===== src/rtl/clk_div_pkg.sv =====
// Shared defaults and a divisor helper for the clock divider bank.
// Pure constants and a function: no latency, no flow control.
package clk_div_pkg;

    localparam int          CNT_W_DEF   = 32;
    localparam int unsigned DEF_DIV_DEF = 104167;
    localparam logic [63:0] SYS_CLK_HZ  = 64'd100_000_000;

    // Half-period divisor for a square output at hz, rounded to nearest.
    function automatic logic [31:0] div_for_hz(input logic [31:0] hz);
        logic [63:0] den;
        den = {31'd0, hz, 1'b0};
        if (den == 64'd0) begin
            return 32'd0;
        end
        return 32'((SYS_CLK_HZ + den / 64'd2) / den);
    endfunction

endpackage


===== src/rtl/clk_div_chan.sv =====
// One divider channel: shadow/active divisor, counter, square and tick outputs.
// Outputs registered; a new divisor takes effect at the next wrap, no backpressure.
module clk_div_chan
    import clk_div_pkg::*;
#(
    parameter int          CNT_W   = CNT_W_DEF,
    parameter int unsigned DEF_DIV = DEF_DIV_DEF
) (
    input  logic             clk_in,
    input  logic             reset_n,
    input  logic             wr,
    input  logic [CNT_W-1:0] wr_div,
    input  logic             sync,
    output logic             clk_out,
    output logic             tick,
    output logic             pend
);

    localparam logic [CNT_W-1:0] RST_DIV = CNT_W'(DEF_DIV);
    localparam logic [CNT_W-1:0] ONE     = CNT_W'(1);

    logic [CNT_W-1:0] cnt;
    logic [CNT_W-1:0] div_act;
    logic [CNT_W-1:0] div_shd;
    logic             sq;
    logic             tk;

    always_ff @(posedge clk_in or negedge reset_n) begin
        if (!reset_n) begin
            cnt     <= '0;
            div_act <= RST_DIV;
            div_shd <= RST_DIV;
            sq      <= 1'b0;
            tk      <= 1'b0;
        end else begin
            if (wr) begin
                div_shd <= wr_div;
            end
            // div_act loads the pre-edge shadow, so a same-edge write waits a full period.
            if (sync || (div_act == '0)) begin
                cnt     <= '0;
                tk      <= 1'b0;
                sq      <= 1'b0;
                div_act <= div_shd;
            end else if (cnt == div_act - ONE) begin
                cnt     <= '0;
                tk      <= 1'b1;
                sq      <= ~sq;
                div_act <= div_shd;
            end else begin
                cnt <= cnt + ONE;
                tk  <= 1'b0;
            end
        end
    end

    assign clk_out = sq;
    assign tick    = tk;
    assign pend    = (div_shd != div_act);

endmodule


===== src/rtl/clk_div_bank.sv =====
// NUM_CH programmable clock dividers with write decode; CLKDIV_SYNC_EN adds sync_in phase alignment.
// Outputs registered per channel; writes always accepted, applied at each channel's next wrap.
module clk_div_bank
    import clk_div_pkg::*;
#(
    parameter int          NUM_CH  = 4,
    parameter int          CNT_W   = CNT_W_DEF,
    parameter int unsigned DEF_DIV = DEF_DIV_DEF,
    parameter int          CH_W    = 4
) (
    input  logic              clk_in,
    input  logic              reset_n,
    input  logic              wr_en,
    input  logic [CH_W-1:0]   wr_ch,
    input  logic [CNT_W-1:0]  wr_div,
`ifdef CLKDIV_SYNC_EN
    input  logic              sync_in,
`endif
    output logic [NUM_CH-1:0] clk_out,
    output logic [NUM_CH-1:0] tick,
    output logic [NUM_CH-1:0] pend
);

    logic sync;
    logic wr_ok;

`ifdef CLKDIV_SYNC_EN
    assign sync = sync_in;
`else
    assign sync = 1'b0;
`endif

    // Out-of-range channel numbers are dropped here so no channel sees them.
    assign wr_ok = wr_en && (int'(wr_ch) < NUM_CH);

    for (genvar c = 0; c < NUM_CH; c++) begin : g_ch
        clk_div_chan #(
            .CNT_W   (CNT_W),
            .DEF_DIV (DEF_DIV)
        ) u_chan (
            .clk_in  (clk_in),
            .reset_n (reset_n),
            .wr      (wr_ok && (int'(wr_ch) == c)),
            .wr_div  (wr_div),
            .sync    (sync),
            .clk_out (clk_out[c]),
            .tick    (tick[c]),
            .pend    (pend[c])
        );
    end

endmodule


===== config.mk =====
export PLATFORM = sky130hd
export DESIGN_NAME = clk_div_bank
export DESIGN_NICKNAME = d
export VERILOG_FILES = /design/src/rtl/clk_div_pkg.sv /design/src/rtl/clk_div_chan.sv /design/src/rtl/clk_div_bank.sv
export SDC_FILE = /design/constraint.sdc
export NUM_CORES = 1
export LEC_CHECK = 0
export BUFFER_PORTS_ARGS = -buffer_cell sky130_fd_sc_hd__buf_4
export CORE_MARGIN = 5
export CORE_UTILIZATION = 43
export DETAILED_ROUTE_END_ITERATION = 10
export PLACE_DENSITY_LB_ADDON = 0.2
export SYNTH_ARGS = -nofsm -noshare
export SYNTH_HDL_FRONTEND = slang
export SYNTH_HIERARCHICAL = 1
export SYNTH_SLANG_ARGS = --single-unit

===== constraint.sdc =====
create_clock -name clk_in -period 7.56 [get_ports clk_in]
set_input_delay 0.756 -clock clk_in [delete_from_list [all_inputs] [get_ports clk_in]]
set_output_delay 0.756 -clock clk_in [all_outputs]
set_load 0.01 [all_outputs]

==> results.cfg <==
[worst_setup_path]
crit_type = reg -> reg
required_ns = 8.01
cpMaxStageDelayCell = nand2b_2
arrival_ns = 5.50
crit_path_end_kind = flop
crit_chain = inv_1, ha_1, nor3b_1, nand3_1, or4_1, or3_1, a22oi_1, nand4_1, a2111oi_4, nand2b_2, buf_4, mux2_1
critPathMaxStageDelay_ns = 0.83
crit_path_max_fanout = 41
cp-start-kind = flop

[route]
routed_wirelength_um = 56100
wl_per_cell_um = 19.9
drc = 0
viasPerCell = 5.49
vias = 15500
firstDrtPassIters = 5
drtAntennaViolNets = 0
drtIter0Drc = 850

[cts]
cts-hold-fix-buffers = 0
cts_buffers = 44
htree_levels = 2
postCtsSetupBuffers = 0
ctsResizeCount = 0
clock_sinks = 392
path_clk_slew_ns = 0.06
clk_latency_ns = 0.59
cts_tree = built
cts_root_buf = clkbuf_16
clock_path_buffers = 3

[synth]
ys_ff_latch = 392
synth_ff_type = dfrtp_1
synth-async-reset-ratio_pct = 100
ys_seq_area_share_pct = 42.9
synth_edf_count = 0
syn_inst = 2102
syn_area_um2 = 23100
yosysUniqueCellTypes = 78
avgSynthCellArea_um2 = 11.0
yosys_warnings = 6

[placed_design]
gp_routability_congestion = 0.874
placed_area_um2 = 23700
dp_hpwl_um = 40900
io_buffers = 50
dpl.cell_count = 2740

[min_path]
hold_path_class = in -> async

[pwr]
p_sw_uw = 2350
p_comb_share_pct = 24.9
cellLeakagePower_uw = 0.00988
seq_power_share_pct = 44.5
p_int_uw = 4860
power_frac_clock_pct = 30.6
switching_share_pct = 32.6
peakVddDrop_mv = 0.187
powerDensity_nw_per_um2 = 287

[floorplanning]
ios = 51
start_util_pct = 43.2
die_h_um = 242
die_w_um = 242
coreArea_um2 = 53600
die_area_um2 = 58500
num_rows = 85

[sta]
tightest_slew_ns = 0.955
report.final.slew_viol_count = 0
finalCritPeriodShare_pct = 66.8
slew_headroom_pct = 36.3
hold_viol_final = 0
min_period_ns = 5.05
setup_viol = 0
fmax_mhz = 198
clock_skew_ns = 0.0270
setup_tns_ns = 0
rsz0062_at_grt = false

[cells_and_area]
syn2layout_area_growth_pct = 8.71
fin_cells = 2821
final_common_cell = dfrtp_1
final_cell_mix = 304 x dfrtp_1, 276 x xnor2_1, 190 x nor2_1
drive_above_1_share_pct = 24.3
final_area_um2 = 25200
nNetsFinal = 2137

[grt]
grt_pass1_vias = 15800
grt_pass1_wl_um = 89600
gr-total-overflow = 0
grt_max_degree = 154
antenna_found_initial = 6
grtUsageTotal_pct = 18.9

[run_status]
status = finished clean

[flow_run]
maxCapViolations = 0
worst max-delay path, delay by kind of cell (launching register included):
| family | cells | cell delay, ns |
|---|---|---|
| adders and majority gates | 1 | 0.21 |
| DFF | 1 | 0.40 |
| and+or+nand+nor | 6 | 2.80 |
| buffers and inverters | 2 | 0.49 |
| AOI/OAI and AO/OA | 2 | 0.64 |
| muxes | 1 | 0.36 |
per-stage QoR:
step / utilization [%] / total power [uW] / setup WS, ns / hold slack, ns
final: 46.9 / 7210 / 2.51 / 0.237
after global routing: 46.9 / 7600 / 2.08 / 0.251
after CTS: 46.9 / 7290 / 2.42 / 0.244
after detailed placement: 44.1 / 5040 / 2.44 / 0.530
after global placement: 44.1 / 4990 / 2.60 / 0.524
after floorplan: - / 4550 / 3.76 / 0.460
state kept, by name, summed over array words and instances (netlist names):
signal               cells
g_ch.u_chan/clk_out      4
g_ch.u_chan/div_act    128
g_ch.u_chan/cnt        128
g_ch.u_chan/tick         4
g_ch.u_chan/div_shd    128
cells in the mapped netlist, types with 12 or more instances:
cell,instances,area [um^2]
nor2_4,20,225
mux2_2,152,1710
xor2_1,139,1220
nand3_1,62,310
nor2_1,190,713
a21oi_1,17,85.1
mux2_1,31,349
or3_1,29,181
and4_1,16,140
nor2b_1,16,100
or4_1,17,128
buf_12,14,280
mux2_4,73,1100
buf_6,17,191
nand4_1,79,494
a31oi_1,16,100
inv_1,30,113
buf_2,24,120
clkbuf_1,45,169
nand2b_1,15,93.8
nor4_1,33,206
xnor2_1,276,2420
dfstp_2,88,2310
and3_1,26,163
nor3_1,59,295
buf_1,15,56.3
o21ai_0,13,65.1
dfrtp_1,304,7610
a211oi_1,12,90.1
nand2_1,84,315
cell families (layout without fill, tap and decap cells):
group	after synthesis	count (layout)	synth area share, %
AO/OA/AOI/OAI	131	131	4.23
multiplexers	267	267	14.1
adder cells (fa/ha/maj)	8	8	0.433
XOR/XNOR	415	415	15.7
AND/OR/NAND/NOR	734	734	18.3
flip-flops	392	392	42.9
other	1	6	0.0162
buffers and inverters	154	172	4.29
final timing paths:
kind	start	end	slack, ns	cells past startpoint
worst min-delay path	reset_n	g_ch[1].u_chan/tick	0.24	1
worst max-delay path	g_ch[0].u_chan/div_act[0]	g_ch[0].u_chan/div_act[14]	2.51	12
min in group clk_in	wr_div[7]	g_ch[0].u_chan/div_shd[7]	0.48	2
worst max register to register	g_ch[0].u_chan/div_act[0]	g_ch[0].u_chan/div_act[14]	2.51	12
worst min register to register	g_ch[0].u_chan/div_shd[30]	g_ch[0].u_chan/div_act[30]	0.54	1
max in group asynchronous	reset_n	g_ch[2].u_chan/cnt[7]	6.00	2
layer usage:
layer	global-route usage, %	share of wire [%]
met3	2.36	3.4
met1	26.1	46
met2	31.4	48
met4	5.76	2.7
met5	0	0.012
final cells by class:
class	instances	area, um^2
Sequential cell	392	9920
Clock buffer	69	1320
Tap cell	696	871
Antenna cell	1	2.50
Clock inverter	11	174
Timing Repair Buffer	62	485
Inverter	30	113
Multi-Input combinational cell	1560	12300
Fill cell	4993	28400
power by group through the flow:
stage                     sequential, uW  clock [uW]  combinational, uW
final                               3210        2200               1800
after global routing                3280        2360               1970
after CTS                           3210        2270               1810
after detailed placement            3240           0               1800
after global placement              3220           0               1770
after floorplan                     2860           0               1700
(Power assumes the default switching activity.)
